===== src/rtl/cpu_pkg.sv =====
// Shared CPU constants: opcodes, branch condition codes and flag bit positions.
package cpu_pkg;

    localparam int unsigned INSTR_W = 16;
    localparam int unsigned OP_W    = 4;
    localparam int unsigned COND_W  = 3;
    localparam int unsigned FLAG_W  = 3;
    localparam int unsigned STAT_W  = 16;

    localparam logic [OP_W-1:0] OP_B   = 4'b1100;
    localparam logic [OP_W-1:0] OP_BR  = 4'b1101;
    localparam logic [OP_W-1:0] OP_HLT = 4'b1111;

    localparam logic [COND_W-1:0] COND_NEQ = 3'b000;
    localparam logic [COND_W-1:0] COND_EQ  = 3'b001;
    localparam logic [COND_W-1:0] COND_GT  = 3'b010;
    localparam logic [COND_W-1:0] COND_LT  = 3'b011;
    localparam logic [COND_W-1:0] COND_GTE = 3'b100;
    localparam logic [COND_W-1:0] COND_LTE = 3'b101;
    localparam logic [COND_W-1:0] COND_OVF = 3'b110;
    localparam logic [COND_W-1:0] COND_AL  = 3'b111;

    // Flag vector order is {Z,V,N}
    localparam int unsigned FLAG_Z = 2;
    localparam int unsigned FLAG_V = 1;
    localparam int unsigned FLAG_N = 0;

endpackage


===== src/rtl/adder_16bit.sv =====
// Plain 16-bit modular adder used for branch target generation.
module adder_16bit (
    input  logic [15:0] a,
    input  logic [15:0] b,
    output logic [15:0] sum
);

    assign sum = a + b;

endmodule


===== src/rtl/cond_eval.sv =====
// Branch condition evaluation against effective {Z,V,N} flags.
module cond_eval
    import cpu_pkg::*;
(
    input  logic [COND_W-1:0] cond,
    input  logic [FLAG_W-1:0] flags,
    output logic              taken
);

    logic z;
    logic v;
    logic n;

    assign z = flags[FLAG_Z];
    assign v = flags[FLAG_V];
    assign n = flags[FLAG_N];

    always_comb begin
        taken = 1'b0;
        case (cond)
            COND_NEQ: taken = ~z;
            COND_EQ:  taken = z;
            COND_GT:  taken = ~z & ~n;
            COND_LT:  taken = n;
            COND_GTE: taken = z | (~z & ~n);
            COND_LTE: taken = n | z;
            COND_OVF: taken = v;
            COND_AL:  taken = 1'b1;
            default:  taken = 1'b0;
        endcase
    end

endmodule


===== src/rtl/branch_resolve.sv =====
// Decode-stage branch resolution: flag register with EX bypass, target, flush, sticky halt.
// Optional branch statistics counters are enabled with `define BRANCH_STATS_EN.
module branch_resolve
    import cpu_pkg::*;
#(
    parameter int unsigned ADDR_W = 16
) (
    input  logic               clk,
    input  logic               rst_n,
    input  logic               id_valid,
    input  logic               stall,
    input  logic [INSTR_W-1:0] instruction,
    input  logic [ADDR_W-1:0]  pc_plus2,
    input  logic [ADDR_W-1:0]  rs_data,
    input  logic [FLAG_W-1:0]  ex_flag_wr,
    input  logic [FLAG_W-1:0]  ex_flags,
    output logic               flush,
    output logic [ADDR_W-1:0]  branch_target,
    output logic               halt,
    output logic [FLAG_W-1:0]  flags_q
`ifdef BRANCH_STATS_EN
    ,
    output logic [STAT_W-1:0]  br_count,
    output logic [STAT_W-1:0]  br_taken
`endif
);

    logic [OP_W-1:0]   opcode;
    logic [COND_W-1:0] cond;
    logic [8:0]        imm9;
    logic              is_b;
    logic              is_br;
    logic              is_branch;
    logic              id_live;
    logic              cond_true;
    logic              hlt_dec;
    logic              halt_q;
    logic [FLAG_W-1:0] eff_flags;
    logic [15:0]       b_offset;
    logic [15:0]       b_sum;

    assign opcode    = instruction[15:12];
    assign cond      = instruction[11:9];
    assign imm9      = instruction[8:0];
    assign is_b      = (opcode == OP_B);
    assign is_br     = (opcode == OP_BR);
    assign is_branch = is_b | is_br;
    assign id_live   = id_valid & ~stall;

    // EX-to-ID bypass, per flag bit
    assign eff_flags = (ex_flag_wr & ex_flags) | (~ex_flag_wr & flags_q);

    cond_eval u_cond_eval (
        .cond  (cond),
        .flags (eff_flags),
        .taken (cond_true)
    );

    assign b_offset = {{6{imm9[8]}}, imm9, 1'b0};

    adder_16bit u_target_add (
        .a   (16'(pc_plus2)),
        .b   (b_offset),
        .sum (b_sum)
    );

    always_comb begin
        branch_target = pc_plus2;
        if (is_b) begin
            branch_target = ADDR_W'(b_sum);
        end else if (is_br) begin
            branch_target = rs_data;
        end
    end

    // Gating with rst_n keeps the combinational outputs quiet while in reset
    assign hlt_dec = rst_n & id_live & (opcode == OP_HLT);
    assign halt    = halt_q | hlt_dec;
    assign flush   = rst_n & id_live & ~halt_q & is_branch & cond_true;

    // Flags keep loading through stall and halt so EX can drain
    always_ff @(posedge clk or negedge rst_n) begin
        if (!rst_n) begin
            flags_q <= '0;
        end else begin
            flags_q <= eff_flags;
        end
    end

    always_ff @(posedge clk or negedge rst_n) begin
        if (!rst_n) begin
            halt_q <= 1'b0;
        end else if (hlt_dec) begin
            halt_q <= 1'b1;
        end
    end

`ifdef BRANCH_STATS_EN
    // Saturating counters, frozen once halted
    always_ff @(posedge clk or negedge rst_n) begin
        if (!rst_n) begin
            br_count <= '0;
            br_taken <= '0;
        end else if (!halt_q) begin
            if (id_live && is_branch && (br_count != '1)) begin
                br_count <= br_count + STAT_W'(1);
            end
            if (flush && (br_taken != '1)) begin
                br_taken <= br_taken + STAT_W'(1);
            end
        end
    end
`endif

endmodule


===== config.mk =====
export PLATFORM = sky130hd
export DESIGN_NAME = branch_resolve
export DESIGN_NICKNAME = d
export VERILOG_FILES = /design/src/rtl/cpu_pkg.sv /design/src/rtl/adder_16bit.sv /design/src/rtl/cond_eval.sv /design/src/rtl/branch_resolve.sv
export SDC_FILE = /design/constraint.sdc
export NUM_CORES = 1
export LEC_CHECK = 0
export BUFFER_PORTS_ARGS = -buffer_cell sky130_fd_sc_hd__buf_2
export CORE_MARGIN = 1
export CORE_UTILIZATION = 35
export CTS_CLUSTER_SIZE = 16
export DETAILED_ROUTE_END_ITERATION = 10
export GPL_TIMING_DRIVEN = 0
export MAX_ROUTING_LAYER = met4
export PLACE_DENSITY = 0.68
export SETUP_SLACK_MARGIN = 0.05
export SYNTH_ARGS = -nofsm -noshare
export SYNTH_HDL_FRONTEND = slang
export SYNTH_SLANG_ARGS = --single-unit
export TNS_END_PERCENT = 10

===== constraint.sdc =====
create_clock -name clk -period 3.66 [get_ports clk]
set_input_delay 0.732 -clock clk [delete_from_list [all_inputs] [get_ports clk]]
set_output_delay 0.732 -clock clk [all_outputs]
set_load 0.02 [all_outputs]

Word-level counts from Yosys, hierarchy flattened
Cells that the tools add are included.

word-level totals
  bits in registers = 4
  input port bits = 58
  output and inout port bits = 21
  logic and storage cells = 36

operators by class
  add/subtract/negate cells = 1
  eq/ne operators = 10
  multiplexer cells = 3
  bitwise gates (word level) = 19
  reductions and logical operators = 1

operator list
  cell                                            number
  two-way mux 16 bit                              2
  adder 16 bit                                    1
  == test 3 bit (second input constant)           4
  == test 4 bit (second input constant)           3
  one-hot mux 1 bit (8 select lines)              1
  bitwise AND 1 bit                               7
  bitwise AND 3 bit                               2
  == test 3 x 2 -> 1 bit (second input constant)  2
  inverter 1 bit                                  4
  OR 1 bit                                        4
  == test 3 x 1 -> 1 bit (second input constant)  1
  zero test 3 bit                                 1
  inverter 3 bit                                  1
  OR 3 bit                                        1

Longest topological paths before layout
Gate-level depths: netlist (run 1).

  word-level depth = 8
  gate-level depth with buffers = 10
  depth with buffers taken out = 10

By module
Synthesis (run 1) repeated with hierarchy kept, for this count alone.

second synthesis, totals
  cells, all modules = 170
  area, all modules = 1606.5 um^2

by module, submodules not included
  module          times used  cells an instance  area an instance (um^2)
  adder_16bit     1           107                853.3
  branch_resolve  1           52                 676.9
  cond_eval       1           11                 76.3

Least setup slack after synthesis (run 1)
OpenSTA, ideal clock, no wires.

  path kind = in2out
  start = input instruction[0]
  end = output branch_target[11]
  data arrival time = 2605 ps
  data required time = 2928 ps
  setup slack = 323 ps
  stages = 10
  path through = ha_1 -> inv_1 -> fa_1 -> nand2b_1 -> a21oi_4 -> a21oi_4 -> o21bai_1 -> xor2_1 -> mux2i_1 -> o21ai_0

on the way
  longest elaborated chain between the ends = 2

ends and longest elaborated chain
  item                line                  text
  start: declaration  branch_resolve.sv:12  input logic [INSTR_W-1:0] instruction,
  adder 16 bit        adder_16bit.sv:8      assign sum = a + b;
  two-way mux 16 bit  branch_resolve.sv:69  if (is_b) begin
  end: declaration    branch_resolve.sv:18  output logic [ADDR_W-1:0] branch_target,

Every way passes these cells.

Final worst setup path (run 1)
  start = input pc_plus2[1]
  end = output branch_target[15]

on the way
  longest elaborated chain between the ends = 2

ends and longest elaborated chain
  item                line                  text
  start: declaration  branch_resolve.sv:13  input logic [ADDR_W-1:0] pc_plus2,
  adder 16 bit        adder_16bit.sv:8
  two-way mux 16 bit  branch_resolve.sv:69

Every way passes these cells.

==> results of run 1 <==
[metal layers]
metal / global-route usage [%] / wire, um / part of all wire, %
met3: 0.621 / 167 / 4.6
met1: 27.8 / 1670 / 46
met4: 0.952 / 0 / 0
met2: 35.5 / 1800 / 49
met5: - / 0 / 0
[cells by family (layout without fill, tap and decap cells)]
kind of cell | count (synthesis) | count (layout) | synth area share [%]
AOI/OAI and AO/OA | 61 | 61 | 33.2
xor gates and xnor gates | 10 | 10 | 6.98
adders and majority gates | 15 | 15 | 15.6
buffers and inverters | 12 | 94 | 3.59
DFF | 4 | 4 | 7.98
muxes | 10 | 10 | 8.28
and+or+nand+nor | 65 | 65 | 24.4
[registers in the layout, summed over array words and instances (netlist names)]
| register | cells |
|---|---|
| flags_q | 3 |
| halt_q | 1 |
[cell usage in the layout (no fill, tap or decap), types with 2 or more instances in the layout]
cell type,n
clkbuf_4,3
clkbuf_1,5
nor4_1,2
a21oi_4,2
a211oi_1,2
inv_1,7
nor2_1,19
a21o_1,6
a31oi_1,3
buf_2,78
o21ai_1,3
ha_1,14
a21oi_1,18
nand3_1,6
and2_1,2
nor3_1,5
dfrtp_1,4
xor2_1,8
o21bai_1,3
mux2_2,3
nand2_1,20
xnor2_1,2
o21ai_0,11
mux2i_1,7
[area by class of cell]
type                    instances  area, um2
clock buffers                   3       22.5
plain buffers                   5       18.8
fillers                       367       1640
repair buffers                 79        398
well taps                      46       57.6
multi-input cells             161       1120
flip-flops and latches          4        100
inverters                       7       26.3
[power by group through the flow]
stage / registers (uW) / logic, uW / clock network [uW]
global placement: 53.0 / 259 / 0
finish: 53.0 / 266 / 54.1
CTS: 52.9 / 262 / 56.6
floorplan: 57.2 / 175 / 0
detailed placement: 53.5 / 261 / 0
global route: 53.7 / 299 / 60.5
[per-stage QoR]
stage	hold slack, ps	utilization [%]	worst slack [ps]
after detailed placement	500	50.2	131
after floorplan	436	-	323
after global routing	302	51.5	25.5
final	304	51.5	191
after CTS	304	50.9	136
after global placement	486	50.2	153
[repair_timing]
action	CTS	global route
hold buffers	0	0
resized for setup	0	2
setup endpoints to repair	0	2
buffers inserted	0	1
[worst max path at each step]
| stage | start | endpoint | slack, ps | cells after the start |
|---|---|---|---|---|
| final | pc_plus2[1] | branch_target[15] | 190 | 12 |
| after global routing | pc_plus2[1] | branch_target[15] | 30 | 12 |
| after CTS | pc_plus2[1] | branch_target[13] | 140 | 12 |
| after detailed placement | pc_plus2[1] | branch_target[13] | 130 | 12 |
| after global placement | pc_plus2[1] | branch_target[13] | 150 | 12 |
| after floorplan | instruction[0] | branch_target[11] | 320 | 10 |
[critical path: stages]
cell and delay [ps]:
buf_2 90, ha_1 160, inv_1 60, fa_1 390
nand2b_4 170, a21oi_4 210, a21oi_4 110, a221oi_2 210
o211a_1 190, mux2i_1 170, a21oi_1 80, buf_2 170
==> impl_metrics.py, run 1 <==
metrics = {
    "floorplanning": {
        "num_io_pins": 79,
        "die_y_um": 61.9,
        "rows": 21,
        "die_x_um": 61.9,
        "fp.dieArea_um2": 3830,
        "initial_core_util_pct": 37.0,
        "core_um2": 3390,
    },
    "power": {
        "fin_total_pwr_uw": 374,
        "power_switching_uw": 170,
        "internal-power_uw": 203,
        "swShare_pct": 45.5,
        "comb_power_share_pct": 71.3,
        "pwr-share-seq_pct": 14.2,
        "ir_worst_vdd_mv": 0.161,
        "p_per_area_nw_per_um2": 214,
        "clockPowerShare_pct": 14.5,
        "p_leak_uw": 0.000915,
    },
    "worst_setup_path": {
        "crit_type": "input port to output pin",
        "worstPathMaxFanout": 5,
        "ff2ff_setup_slack_ps": 2790,
        "worstPathArrival_ps": 2740,
        "cp-end-kind": "output pin",
        "critPathLaunchType": "input port",
        "crit_required_ps": 2930,
        "rr_startpoint": "flags_q[0]",
        "reg2reg_depth": 2,
        "reg2reg_to": "flags_q[0]",
    },
    "detailed_routing": {
        "vias_per_cell": 5.17,
        "drc": 0,
        "first_pass_iters": 4,
        "vias": 1576,
        "routedWlPerCell_um": 11.9,
        "drt-initial-drc-count": 65,
        "drt-total-wl_mm": 3.63,
        "ant_nets": 0,
    },
    "timing": {
        "final_min_period_over_clock_period_pct": 94.8,
        "tightest_slew_ps": 536,
        "rsz0062_at_grt": "yes",
        "post-route-min-period_ps": 3470,
        "setup_viol_count_final": 0,
        "skew_ps": 0,
        "drv_slew": 0,
        "clock.fmax_mhz": 288,
        "fin_tns_setup_ps": 0,
        "slew_headroom_pct": 64.2,
        "hold_viol": 0,
    },
    "finish": {
        "stdcell_area_um2": 1750,
        "nets": 334,
        "fin_cells": 305,
        "drive_above_1_share_pct": 37.8,
        "n_antenna_cell": 0,
        "syn_to_final_growth_pct": 39.1,
    },
    "place": {
        "io_buffers": 78,
        "place_area_um2": 1700,
        "place.gp.congestion": 0.795,
        "dp_hpwl_mm": 2.98,
        "place_inst": 301,
    },
    "logic_synthesis": {
        "yosysTopAreaCell": "ha_1",
        "synth_edf_count": 0,
        "synth_top_area_share_pct": 14.0,
        "seq_area_frac_synth_pct": 7.98,
        "synthCells": 177,
        "synth_ff_type": "dfrtp_1",
        "yosys_warnings": 0,
        "synth_fp_nets": 250,
        "avgSynthCellArea_um2": 7.09,
        "synth_most_common_cell": "nand2_1",
        "synth_common_cells": "nand2_1, nor2_1, a21oi_1",
        "ys_ff_latch": 4,
        "yosys.cell_types.count": 46,
        "syn_area_um2": 1250,
        "synthArstFlopShare_pct": 100,
        "synth_area_leaders": "ha_1, dfrtp_1, a21oi_1",
    },
    "global_route": {
        "grt_pass1_vias": 1344,
        "grt-ovfl-total": 0,
        "grt_max_degree": 13,
        "antenna_found_initial": 0,
        "grtUsageTotal_pct": 20.4,
        "grt_pass1_wl_mm": 5.84,
    },
    "clocking": {
        "clkTransAtPathRegs_ps": 40,
        "root_buffer": "clkbuf_4",
        "htree_levels": 1,
        "clock_latency_ps": 230,
        "cts_tree": "yes",
        "numCtsBuffers": 3,
        "cts_buffer_depth": 2,
        "cts.sinks": 4,
    },
    "run_status": {
        "status": "finished clean",
    },
    "hold_path": {
        "worstHoldPathType": "input port to asynchronous set/reset pin",
    },
    "run": {
        "maxCapViolCount": 0,
    },
}
No activity file was read; power rests on OpenSTA's default activity.
==> run 2: changes to the inputs <==
BUFFER_PORTS_ARGS = -buffer_cell sky130_fd_sc_hd__buf_4   (was -buffer_cell sky130_fd_sc_hd__buf_2)
==> run 2 against run 1 <==
Effect of this change: power rose by 8.7%; clock-buffer cell count unchanged; cell area grew 11%; hold slack lost 17 ps; critical path type unchanged; largest cell class unchanged.
==> impl_metrics.py, run 2 (synthesis gave the netlist of run 1 again) <==
metrics = {
    "run_status": {
        "status": "finished clean",
    },
    "place": {
        "place.gp.congestion": 0.807,
        "dp_hpwl_mm": 3.17,
        "place_inst": 301,
        "io_buffers": 78,
    },
    "power": {
        "pwr-share-seq_pct": 13.2,
        "ir_worst_vdd_mv": 0.155,
        "clockPowerShare_pct": 13.6,
        "internal-power_uw": 232,
        "p_leak_uw": 0.000985,
        "swShare_pct": 42.8,
        "fin_total_pwr_uw": 406,
        "power_switching_uw": 174,
        "p_per_area_nw_per_um2": 209,
        "comb_power_share_pct": 73.3,
    },
    "clocking": {
        "clkTransAtPathRegs_ps": 40,
        "root_buffer": "clkbuf_4",
        "cts_buffer_depth": 2,
        "clock_latency_ps": 240,
        "htree_levels": 1,
        "cts_tree": "yes",
        "cts.sinks": 4,
        "numCtsBuffers": 3,
    },
    "timing": {
        "skew_ps": 0,
        "hold_viol": 0,
        "setup_viol_count_final": 0,
        "final_min_period_over_clock_period_pct": 93.7,
        "fin_tns_setup_ps": 0,
        "post-route-min-period_ps": 3430,
        "slew_headroom_pct": 62.4,
        "drv_slew": 0,
        "clock.fmax_mhz": 292,
        "tightest_slew_ps": 565,
        "rsz0062_at_grt": "no",
    },
    "floorplanning": {
        "die_x_um": 61.9,
        "die_y_um": 61.9,
        "initial_core_util_pct": 37.0,
        "rows": 21,
        "core_um2": 3390,
        "num_io_pins": 79,
        "fp.dieArea_um2": 3830,
    },
    "detailed_routing": {
        "first_pass_iters": 4,
        "drt-initial-drc-count": 48,
        "drt-total-wl_mm": 3.92,
        "vias_per_cell": 5.23,
        "drc": 0,
        "routedWlPerCell_um": 12.8,
        "vias": 1601,
        "ant_nets": 0,
    },
    "finish": {
        "n_antenna_cell": 0,
        "largest_reg_flops": 3,
        "drive_above_1_share_pct": 38.1,
        "top_regs": "flags_q x3, halt_q x1",
        "multi_input_area_um2": 1120,
        "largest_register": "flags_q",
        "fin_cells": 306,
        "syn_to_final_growth_pct": 55.0,
        "seqCellArea_um2": 100,
        "fillers": 348,
        "nets": 335,
        "mostFrequentLayoutCells": "buf_4, nand2_1, nor2_1",
        "layout.cells.most_common": "buf_4",
    },
    "worst_setup_path": {
        "worstPathArrival_ps": 2700,
        "slowest_stage": "fa_2",
        "cp-end-kind": "output pin",
        "worstPathMaxFanout": 5,
        "crit_chain": "buf_4 -> ha_1 -> inv_1 -> fa_2 -> nand2b_4 -> a21oi_4 -> a21oi_4 -> o31ai_1 -> xor2_1 -> mux2i_1 -> o21ai_1 -> buf_4",
        "crit_type": "input port to output pin",
        "cp_slowest_stage_delay_ps": 340,
        "crit_required_ps": 2930,
        "critPathLaunchType": "input port",
    },
    "global_route": {
        "antenna_found_initial": 0,
        "met1_usage_pct": 28.0,
        "met2_usage_pct": 37.8,
        "grt_pass1_vias": 1395,
        "grt-ovfl-total": 0,
        "grt_max_degree": 13,
        "top_usage_layer": "met2",
        "grtUsageTotal_pct": 21.9,
        "grtUsageMet3_pct": 2.69,
        "grt_pass1_wl_mm": 6.11,
    },
    "hold_path": {
        "worstHoldPathType": "input port to asynchronous set/reset pin",
    },
    "run": {
        "maxCapViolCount": 0,
    },
}
-- run 2: cell types whose count changed in the layout (fill, tap and decap cells not counted) --
| cell | change |
|---|---|
| buf_4 | +79 |
| buf_2 | -78 |
| fa_1 | -1 |
| fa_2 | +1 |
| o31ai_1 | +1 |
| o31ai_2 | -1 |
-- run 2: layout make-up --
cell class | count | share of cell area (%)
inverters | 7 | 1.35
repair buffers | 80 | 30.9
plain buffers | 5 | 0.965
flip-flops and latches | 4 | 5.14
well taps | 46 | 2.96
clock buffers | 3 | 1.16
multi-input cells | 161 | 57.6
-- run 2: final timing paths --
kind / endpoint / depth (start not counted) / slack [ps] / startpoint
setup / recovery: branch_target[13] / 12 / 230 / pc_plus2[1]
max in group asynchronous: halt_q / 1 / 3260 / rst_n
min in group clk: halt_q / 1 / 520 / halt_q
setup reg to reg: flags_q[0] / 2 / 2780 / flags_q[0]
hold reg to reg: halt_q / 1 / 520 / halt_q
hold / removal: flags_q[2] / 1 / 290 / rst_n
-- run 2: through the flow --
step	worst slack, ps	utilization (%)	hold slack (ps)	cell area, um2
2_1_floorplan	323	-	436	1250
3_3_place_gp	121	56.0	488	1900
3_5_place_dp	126	56.0	525	1900
4_1_cts	120	56.7	284	1920
5_1_grt	44.1	57.4	288	1950
6_report	230	57.4	288	1950
-- run 2: power groups by stage --
stage,sequential [uW],clock [uW],combinational (uW)
after floorplan,57.2,0,175
after global placement,53.3,0,289
after detailed placement,54.0,0,291
after CTS,53.5,57.1,292
after global routing,54.4,59.1,331
final,53.4,55.1,297
-- run 2: per-layer routing --
layer,routed length [um],vias to the layer above
li1,-,821
met1,1790,728
met2,1930,48
met3,198,4
met4,8,0
met5,0,-
-- run 2: worst max-delay path: cells and delay by family --
family          cells  cell delay [ps]
compound gates      4              730
fa+ha+maj           2              490
simple gates        1              160
xor+xnor            1              190
mux                 1               90
buf+inv             3              300
-- run 2: timing repair --
item	CTS	global route
hold endpoints to repair	0	0
setup buffers	0	2
gates resized for setup	0	2
setup endpoints to repair	0	3
hold buffers	0	0
